[src/rtl/fp_special_addsub_pipe.sv]
// Special-operand resolver for IEEE-754 add/sub (zero/inf/NaN) in front of the normal-path adder.
// Latency: 2 cycles (S1 = operands + class, S2 = resolved result); 1 op/cycle throughput.
// Backpressure: both stages advance together when the output is free or taken; S1 may fill while S2 stalls.
module fp_special_addsub_pipe #(
    parameter int EXP_W    = 8,
    parameter int MAN_W    = 23,
    parameter int TAG_W    = 4,
    parameter int NAN_MODE = 0,
    parameter int DAZ      = 0
) (
    input  logic                       clk,
    input  logic                       rst,
    input  logic                       in_valid,
    output logic                       in_ready,
    input  logic [EXP_W+MAN_W:0]       a,
    input  logic [EXP_W+MAN_W:0]       b,
    input  logic                       op,
    input  logic [TAG_W-1:0]           in_tag,
    output logic                       out_valid,
    input  logic                       out_ready,
    output logic [EXP_W+MAN_W:0]       out_result,
    output logic                       out_special,
    output logic                       out_invalid,
    output logic [TAG_W-1:0]           out_tag
);
    localparam int W = 1 + EXP_W + MAN_W;

    typedef enum logic [2:0] {
        C_ZERO   = 3'd0,
        C_FINITE = 3'd1,
        C_INF    = 3'd2,
        C_QNAN   = 3'd3,
        C_SNAN   = 3'd4
    } cls_t;

    localparam logic [W-1:0] QNAN_CANON = {1'b0, {EXP_W{1'b1}}, 1'b1, {(MAN_W-1){1'b0}}};
    localparam logic [W-1:0] QUIET_BIT  = {{(EXP_W+1){1'b0}}, 1'b1, {(MAN_W-1){1'b0}}};

    function automatic cls_t classify(input logic [W-1:0] x);
        logic exp_ones;
        logic exp_zero;
        logic man_zero;
        exp_ones = &x[W-2:MAN_W];
        exp_zero = ~|x[W-2:MAN_W];
        man_zero = ~|x[MAN_W-1:0];
        if (exp_ones && man_zero)       return C_INF;
        else if (exp_ones)              return x[MAN_W-1] ? C_QNAN : C_SNAN;
        else if (exp_zero && man_zero)  return C_ZERO;
        else if (exp_zero)              return (DAZ != 0) ? C_ZERO : C_FINITE;
        else                            return C_FINITE;
    endfunction

    // With DAZ a subnormal leaving as a passthrough becomes a signed zero.
    function automatic logic [W-1:0] flush(input logic [W-1:0] x);
        if ((DAZ != 0) && (~|x[W-2:MAN_W])) return {x[W-1], {(W-1){1'b0}}};
        else                                return x;
    endfunction

    logic             s1_valid_q, s1_valid_d;
    logic [W-1:0]     s1_a_q, s1_a_d, s1_b_q, s1_b_d;
    logic             s1_op_q, s1_op_d;
    logic [TAG_W-1:0] s1_tag_q, s1_tag_d;
    cls_t             s1_ca_q, s1_ca_d, s1_cb_q, s1_cb_d;

    logic             out_valid_q, out_valid_d;
    logic [W-1:0]     out_result_q, out_result_d;
    logic             out_special_q, out_special_d;
    logic             out_invalid_q, out_invalid_d;
    logic [TAG_W-1:0] out_tag_q, out_tag_d;

    logic             adv;
    logic             accept;
    logic [W-1:0]     res;
    logic             res_special;
    logic             res_invalid;

    assign adv      = !out_valid_q || out_ready;
    assign in_ready = (!s1_valid_q || adv) && !rst;
    assign accept   = in_valid && in_ready;

    // Resolve the S1 operand pair; first matching case wins.
    always_comb begin
        logic sa, sb, a_nan, b_nan;
        sa          = s1_a_q[W-1];
        sb          = s1_b_q[W-1] ^ s1_op_q;
        a_nan       = (s1_ca_q == C_QNAN) || (s1_ca_q == C_SNAN);
        b_nan       = (s1_cb_q == C_QNAN) || (s1_cb_q == C_SNAN);
        res         = '0;
        res_special = 1'b1;
        res_invalid = 1'b0;
        if (a_nan || b_nan) begin
            res_invalid = (s1_ca_q == C_SNAN) || (s1_cb_q == C_SNAN);
            if (NAN_MODE == 0) res = QNAN_CANON;
            else if (a_nan)    res = s1_a_q | QUIET_BIT;
            else               res = s1_b_q | QUIET_BIT;
        end else if ((s1_ca_q == C_INF) && (s1_cb_q == C_INF)) begin
            if (sa == sb) begin
                res = {sa, {EXP_W{1'b1}}, {MAN_W{1'b0}}};
            end else begin
                res         = QNAN_CANON;
                res_invalid = 1'b1;
            end
        end else if (s1_ca_q == C_INF) begin
            res = {sa, {EXP_W{1'b1}}, {MAN_W{1'b0}}};
        end else if (s1_cb_q == C_INF) begin
            res = {sb, {EXP_W{1'b1}}, {MAN_W{1'b0}}};
        end else if ((s1_ca_q == C_ZERO) && (s1_cb_q == C_ZERO)) begin
            res = (sa == sb) ? {sa, {(W-1){1'b0}}} : '0;
        end else if (s1_ca_q == C_ZERO) begin
            res = flush({sb, s1_b_q[W-2:0]});
        end else if (s1_cb_q == C_ZERO) begin
            res = flush(s1_a_q);
        end else begin
            res_special = 1'b0;
        end
    end

    // Next-state for both stages: S1 loads on accept, S2 loads from S1 whenever the output advances.
    always_comb begin
        s1_valid_d    = accept ? 1'b1 : (adv ? 1'b0 : s1_valid_q);
        s1_a_d        = accept ? a : s1_a_q;
        s1_b_d        = accept ? b : s1_b_q;
        s1_op_d       = accept ? op : s1_op_q;
        s1_tag_d      = accept ? in_tag : s1_tag_q;
        s1_ca_d       = accept ? classify(a) : s1_ca_q;
        s1_cb_d       = accept ? classify(b) : s1_cb_q;
        out_valid_d   = out_valid_q;
        out_result_d  = out_result_q;
        out_special_d = out_special_q;
        out_invalid_d = out_invalid_q;
        out_tag_d     = out_tag_q;
        if (adv) begin
            out_valid_d   = s1_valid_q;
            out_result_d  = s1_valid_q ? res : '0;
            out_special_d = s1_valid_q && res_special;
            out_invalid_d = s1_valid_q && res_invalid;
            out_tag_d     = s1_valid_q ? s1_tag_q : '0;
        end
    end

    // Pipeline registers with synchronous reset that drops everything in flight.
    always_ff @(posedge clk) begin
        if (rst) begin
            s1_valid_q    <= 1'b0;
            s1_a_q        <= '0;
            s1_b_q        <= '0;
            s1_op_q       <= 1'b0;
            s1_tag_q      <= '0;
            s1_ca_q       <= C_ZERO;
            s1_cb_q       <= C_ZERO;
            out_valid_q   <= 1'b0;
            out_result_q  <= '0;
            out_special_q <= 1'b0;
            out_invalid_q <= 1'b0;
            out_tag_q     <= '0;
        end else begin
            s1_valid_q    <= s1_valid_d;
            s1_a_q        <= s1_a_d;
            s1_b_q        <= s1_b_d;
            s1_op_q       <= s1_op_d;
            s1_tag_q      <= s1_tag_d;
            s1_ca_q       <= s1_ca_d;
            s1_cb_q       <= s1_cb_d;
            out_valid_q   <= out_valid_d;
            out_result_q  <= out_result_d;
            out_special_q <= out_special_d;
            out_invalid_q <= out_invalid_d;
            out_tag_q     <= out_tag_d;
        end
    end

    assign out_valid   = out_valid_q;
    assign out_result  = out_result_q;
    assign out_special = out_special_q;
    assign out_invalid = out_invalid_q;
    assign out_tag     = out_tag_q;
endmodule

[config.mk]
export PLATFORM = sky130hd
export DESIGN_NAME = fp_special_addsub_pipe
export DESIGN_NICKNAME = d
export VERILOG_FILES = /design/src/rtl/fp_special_addsub_pipe.sv
export SDC_FILE = /design/constraint.sdc
export NUM_CORES = 1
export LEC_CHECK = 0
export CAP_MARGIN = 5
export CELL_PAD_IN_SITES_DETAIL_PLACEMENT = 0
export CELL_PAD_IN_SITES_GLOBAL_PLACEMENT = 2
export CORE_UTILIZATION = 31
export CTS_CLUSTER_DIAMETER = 150
export DETAILED_ROUTE_END_ITERATION = 8
export HOLD_SLACK_MARGIN = 0.1
export PLACE_DENSITY = 0.86
export SYNTH_ARGS = -nofsm -noshare
export SYNTH_HDL_FRONTEND = slang
export SYNTH_SLANG_ARGS = --single-unit
[constraint.sdc]
create_clock -name clk -period 2.7 [get_ports clk]
set_input_delay 0.405 -clock clk [delete_from_list [all_inputs] [get_ports clk]]
set_output_delay 0.405 -clock clk [all_outputs]
set_load 0.02 [all_outputs]
==> results.sh, run 1 <==
export IMPL_crit_arrival_ns=1.77
export IMPL_drcViolationCount=0
export IMPL_syn_area_sq_um=4950
export IMPL_ys_seq_area_share_pct=46.5
export IMPL_crit_family="buffers and inverters"
export IMPL_synth_edff_count=0
export IMPL_peakVddDrop_v=0.000411
export IMPL_crit_top_cell="clkdlybuf4s50_1"
export IMPL_crit_type="in2out"
export IMPL_cts_root_buf="clkbuf_16"
export IMPL_cts_tree="yes"
export IMPL_nNetsFinal=769
export IMPL_yosysUniqueCellTypes=51
export IMPL_path_clk_slew_ns=0.05
export IMPL_ctsLongestPathBuffers=2
export IMPL_ys_async_sr_fraction_pct=0
export IMPL_start_kind="input pin"
export IMPL_slew_violations=0
export IMPL_n_fill_cell=1500
export IMPL_io_pins=113
export IMPL_drive_above_1_share_pct=6.93
export IMPL_synth_top_area_share_pct=46.5
export IMPL_synth_flop_cell="dfxtp_1"
export IMPL_detail_route_antenna_nets=0
export IMPL_cpMaxStageDelayCell="clkdlybuf4s50_1"
export IMPL_p_leak_nw=2.35
export IMPL_powerDensity_nw_per_um2=663
export IMPL_die_h_um=128
export IMPL_synthTopCellsByArea="dfxtp_1, nand2_1, o21ai_0, a22o_1, nand4_1"
export IMPL_cp_num_buf_inv=2
export IMPL_clk_insertion_delay_late_ns=0.41
export IMPL_p_total_w=0.00444
export IMPL_relSlewSlack_pct=39.7
export IMPL_area_growth_pct=35.5
export IMPL_post_cts_buffers=0
export IMPL_core_area_sq_um=15400
export IMPL_hp_class="reg2reg"
export IMPL_crit_path_end_kind="output pin"
export IMPL_dieWidth_um=128
export IMPL_wirelength_um=14400
export IMPL_tns_ns=0
export IMPL_fmax_mhz=461
export IMPL_vias_per_cell=5.02
export IMPL_postCtsHoldBufs=0
export IMPL_place_area_sq_um=6130
export IMPL_final_area_sq_um=6700
export IMPL_grt_pass1_wl_um=23500
export IMPL_grt_max_degree=72
export IMPL_start_util_pct=32.2
export IMPL_hold_violations=0
export IMPL_synth_seq_cells=115
export IMPL_finalSetupViolCount=0
export IMPL_portBuffers=112
export IMPL_maxCapViolCount=0
export IMPL_worstPathCellList="clkdlybuf4s50_1, nor2b_4, a21oi_1, clkdlybuf4s50_1"
export IMPL_period_minus_slack_ns=2.17
export IMPL_period_share_pct=80.4
export IMPL_synth_commonest_cells="nand2_1, dfxtp_1, o21ai_0, a21oi_1, nand4_1"
export IMPL_synth_most_common_cell="nand2_1"
export IMPL_final_util_pct=43.6
export IMPL_die_area_sq_um=16500
export IMPL_clock_sinks=115
export IMPL_grt_pass1_vias=4463
export IMPL_crit_fanout=4
export IMPL_grtUsageTotal_pct=18.5
export IMPL_first_pass_iters=5
export IMPL_status="finished clean"
export IMPL_htreeDepth=4
export IMPL_slowest_delay_ns=0.62
export IMPL_hpwl_um=10100
export IMPL_synth_nets=678
export IMPL_numCtsBuffers=17
export IMPL_postSynthAreaPerCell_sq_um=8.19
export IMPL_synth_top_area_cell="dfxtp_1"
export IMPL_drt_iter0_drc=269
export IMPL_grt_overflow_total=0
export IMPL_post_drt_wl_per_cell_um=15.7
export IMPL_ys_warn_count=0
export IMPL_gp_congestion=0.808
export IMPL_vias=4614
export IMPL_antenna_found_initial=1
export IMPL_tightest_slew_ns=0.902
export IMPL_critical_path_required_ns=2.30
export IMPL_synthCells=604
export IMPL_fin_skew_ns=0.00715
export IMPL_cts_repair_resize_count=0
export IMPL_grt_setup_unrepaired="no"
export IMPL_rows=45
[layout by cell type, fill, tap and decap left out, types with 9 or more instances in the layout]
| master | count |
|---|---|
| nand2_1 | 168 |
| dfxtp_1 | 115 |
| clkdlybuf4s50_1 | 112 |
| o21ai_0 | 80 |
| a21oi_1 | 31 |
| nand4_1 | 29 |
| a22o_1 | 22 |
| clkbuf_16 | 17 |
| nor2_1 | 14 |
| nor4_1 | 14 |
| nand3_1 | 9 |
[flip-flops by register name, summed over array words and instances (netlist names), 3 cells and up]
signal      count
out_result     32
out_tag         4
s1_a_q         32
s1_b_q         32
s1_ca_q         3
s1_cb_q         3
s1_tag_q        4
[stage by stage]
step	instances	setup WS [ns]	hold WS (ns)
after floorplan	604	0.888	0.431
after global placement	887	0.236	0.442
after detailed placement	887	0.156	0.450
after CTS	918	0.521	0.458
after global routing	919	0.460	0.470
final	919	0.529	0.455
[worst min-delay path, delay by kind of cell, from the launching register on]
| kind | cells | cell delay, ns |
|---|---|---|
| AOI/OAI and AO/OA | 1 | 0.05 |
| and+or+nand+nor | 1 | 0.05 |
| DFF | 1 | 0.30 |
[final timing paths]
path	from	to	slack, ns	depth (start not counted)
worst max register to register	s1_cb_q[1]	out_result[20]	0.77	4
worst min register to register	out_result[1]	out_result[1]	0.46	2
worst max-delay path	out_ready	in_ready	0.53	4
worst min-delay path	out_result[1]	out_result[1]	0.46	2
[cell type report]
cell class / instances / area (sq um) / area share, %
antenna: 1 / 2.50 / 0.0373
sequential: 115 / 2300 / 34.3
tap: 211 / 264 / 3.94
timing repair buffer: 123 / 1240 / 18.5
multi-input combinational: 434 / 2310 / 34.5
clock buffer: 27 / 523 / 7.80
inverter: 4 / 15.0 / 0.224
clock inverter: 4 / 45.0 / 0.672
[power breakdown]
group / leakage [nW] / internal, W / total (W) / switching [W]
Combinational: 1.12 / 0.000220 / 0.000467 / 0.000247
Sequential: 0.943 / 0.00179 / 0.00185 / 0.0000573
Clock: 0.283 / 0.00140 / 0.00213 / 0.000730
Total: 2.35 / 0.00341 / 0.00444 / 0.00103
[metal layers]
metal	track usage, %	routed length, um	vias to the layer above
met5	0	0	-
met4	7.68	204	0
met3	3.91	586	14
met2	29.1	6710	101
met1	24.6	6920	2180
li1	-	-	2319
[kinds of logic after synthesis]
group           Yosys count  synth area share, %
xor+xnor                  1                0.177
mux                       1                0.202
buf+inv                  55                 6.90
simple gates            267                 25.3
compound gates          164                 20.6
fa+ha+maj                 1                0.253
flops                   115                 46.5
No activity file was read; power rests on OpenSTA's default activity.
==> inputs of run 2 (changes only) <==
- CORE_UTILIZATION: 31 -> 26
- PLACE_DENSITY: 0.86 -> 0.77
- clock period: 2.7 -> 1.75 ns (I/O delays scaled with it)
==> run 2 against run 1 <==
Global-route usage shrank 2.9 points. Clock power rose by 71%. First-iteration DRC count is 13% lower. Clock skew fell by 0.0026 ns. Utilization down 5.1 points. Largest power group unchanged.
==> results.sh, run 2 (synthesis gave the netlist of run 1 again) <==
export IMPL_hold_end="out_tag[0]"
export IMPL_p_leak_nw=2.60
export IMPL_period_share_pct=95.8
export IMPL_core_area_sq_um=18700
export IMPL_cts_tree="yes"
export IMPL_grtUsageTotal_pct=15.6
export IMPL_wirelength_um=15000
export IMPL_finalSetupViolCount=0
export IMPL_grt_setup_unrepaired="no"
export IMPL_clk_insertion_delay_late_ns=0.41
export IMPL_dieWidth_um=140
export IMPL_powerDensity_nw_per_um2=1010
export IMPL_grt_overflow_total=0
export IMPL_worstPathCellList="clkdlybuf4s50_1"
export IMPL_drt_iter0_drc=235
export IMPL_clock_sinks=115
export IMPL_slowest_delay_ns=0.63
export IMPL_critical_path_required_ns=1.49
export IMPL_io_pins=113
export IMPL_cpMaxStageDelayCell="clkdlybuf4s50_1"
export IMPL_pre_cts_ws_ns=-0.653
export IMPL_grt_max_degree=56
export IMPL_numCtsBuffers=17
export IMPL_rrSetupSlack_ns=0.11
export IMPL_fmax_mhz=596
export IMPL_n_fill_cell=1904
export IMPL_portBuffers=112
export IMPL_first_pass_iters=5
export IMPL_htreeDepth=4
export IMPL_hold_violations=0
export IMPL_crit_family="buffers and inverters"
export IMPL_r2r_end="out_invalid"
export IMPL_setup_worst_path_start="out_result[16]"
export IMPL_ff2ff_path_depth=5
export IMPL_layout_common_cells="nand2_1, dfxtp_1, clkdlybuf4s50_1, o21ai_0, buf_4"
export IMPL_rr_startpoint="s1_b_q[31]"
export IMPL_die_area_sq_um=19600
export IMPL_drive_above_1_share_pct=13.2
export IMPL_detail_route_antenna_nets=0
export IMPL_die_h_um=140
export IMPL_holdWs_ns=0.167
export IMPL_crit_path_end_kind="output pin"
export IMPL_tightest_slew_ns=0.431
export IMPL_status="finished clean"
export IMPL_path_clk_slew_ns=0.05
export IMPL_final_common_cell="nand2_1"
export IMPL_area_growth_pct=45.4
export IMPL_nNetsFinal=813
export IMPL_holdPathStages=2
export IMPL_ctsLongestPathBuffers=2
export IMPL_crit_type="reg2out"
export IMPL_grt_pass1_wl_um=23700
export IMPL_postCtsHoldBufs=0
export IMPL_period_minus_slack_ns=1.68
export IMPL_post_drt_wl_per_cell_um=15.3
export IMPL_peakVddDrop_v=0.000650
export IMPL_vias=4772
export IMPL_gp_congestion=0.785
export IMPL_hpwl_um=11000
export IMPL_maxCapViolCount=0
export IMPL_vias_per_cell=4.84
export IMPL_antenna_cells=0
export IMPL_relSlewSlack_pct=71.0
export IMPL_fin_skew_ns=0.00451
export IMPL_crit_fanout=2
export IMPL_hp_class="in2reg"
export IMPL_start_util_pct=26.4
export IMPL_cp_num_buf_inv=1
export IMPL_rows=50
export IMPL_crit_arrival_ns=1.41
export IMPL_drcViolationCount=0
export IMPL_antenna_found_initial=0
export IMPL_start_kind="register"
export IMPL_worst_slack_ns=0.0728
export IMPL_p_total_w=0.00730
export IMPL_slew_violations=0
export IMPL_grt_pass1_vias=4551
export IMPL_cts_root_buf="clkbuf_16"
export IMPL_worstHoldStart="rst"
run 2: worst max path at each step:
stage | cells past startpoint | endpoint
after floorplan | 5 | in_ready
after CTS | 1 | out_result[16]
after detailed placement | 5 | s1_cb_q[0]
final | 1 | out_result[16]
after global placement | 5 | s1_cb_q[0]
after global routing | 3 | in_ready
run 2: layer usage:
layer / vias up / track usage, % / share of wire, % / routed length [um]
met5: - / 0 / 0 / 0
met4: 0 / 6.65 / 2.2 / 337
met3: 21 / 3.21 / 4.1 / 622
met2: 104 / 25.3 / 47 / 7080
met1: 2241 / 20.1 / 47 / 7000
li1: 2406 / - / - / -
run 2: final cells by class:
type	instances	area, sq um	share of cell area, %
Inverter	4	15.0	0.209
Clock inverter	10	155	2.16
Multi-Input combinational cell	434	2330	32.4
Clock buffer	21	470	6.54
Timing Repair Buffer	167	1630	22.6
Sequential cell	115	2300	32.0
Tap cell	234	293	4.07
run 2: report_power, final:
| group | internal (W) | total, W | switching [W] | leakage, nW |
|---|---|---|---|---|
| Combinational | 0.000410 | 0.000810 | 0.000400 | 1.35 |
| Clock | 0.00247 | 0.00364 | 0.00117 | 0.305 |
| Sequential | 0.00276 | 0.00285 | 0.0000881 | 0.943 |
run 2: what timing repair did:
item | CTS | global route
endpoints found under the setup margin | 4 | 1
pin swaps | 0 | 1
resized for setup | 3 | 2
buffers inserted | 0 | 1
run 2: metrics by stage:
step	utilization [%]	instances	setup TNS [ns]	instance area, sq um
6_report	38.5	985	0	7200
2_1_floorplan	-	604	0	4950
4_1_cts	38.4	984	0	7180
3_3_place_gp	35.0	953	-10.65	6540
3_5_place_dp	35.0	953	-12.36	6540
5_1_grt	38.5	985	0	7200
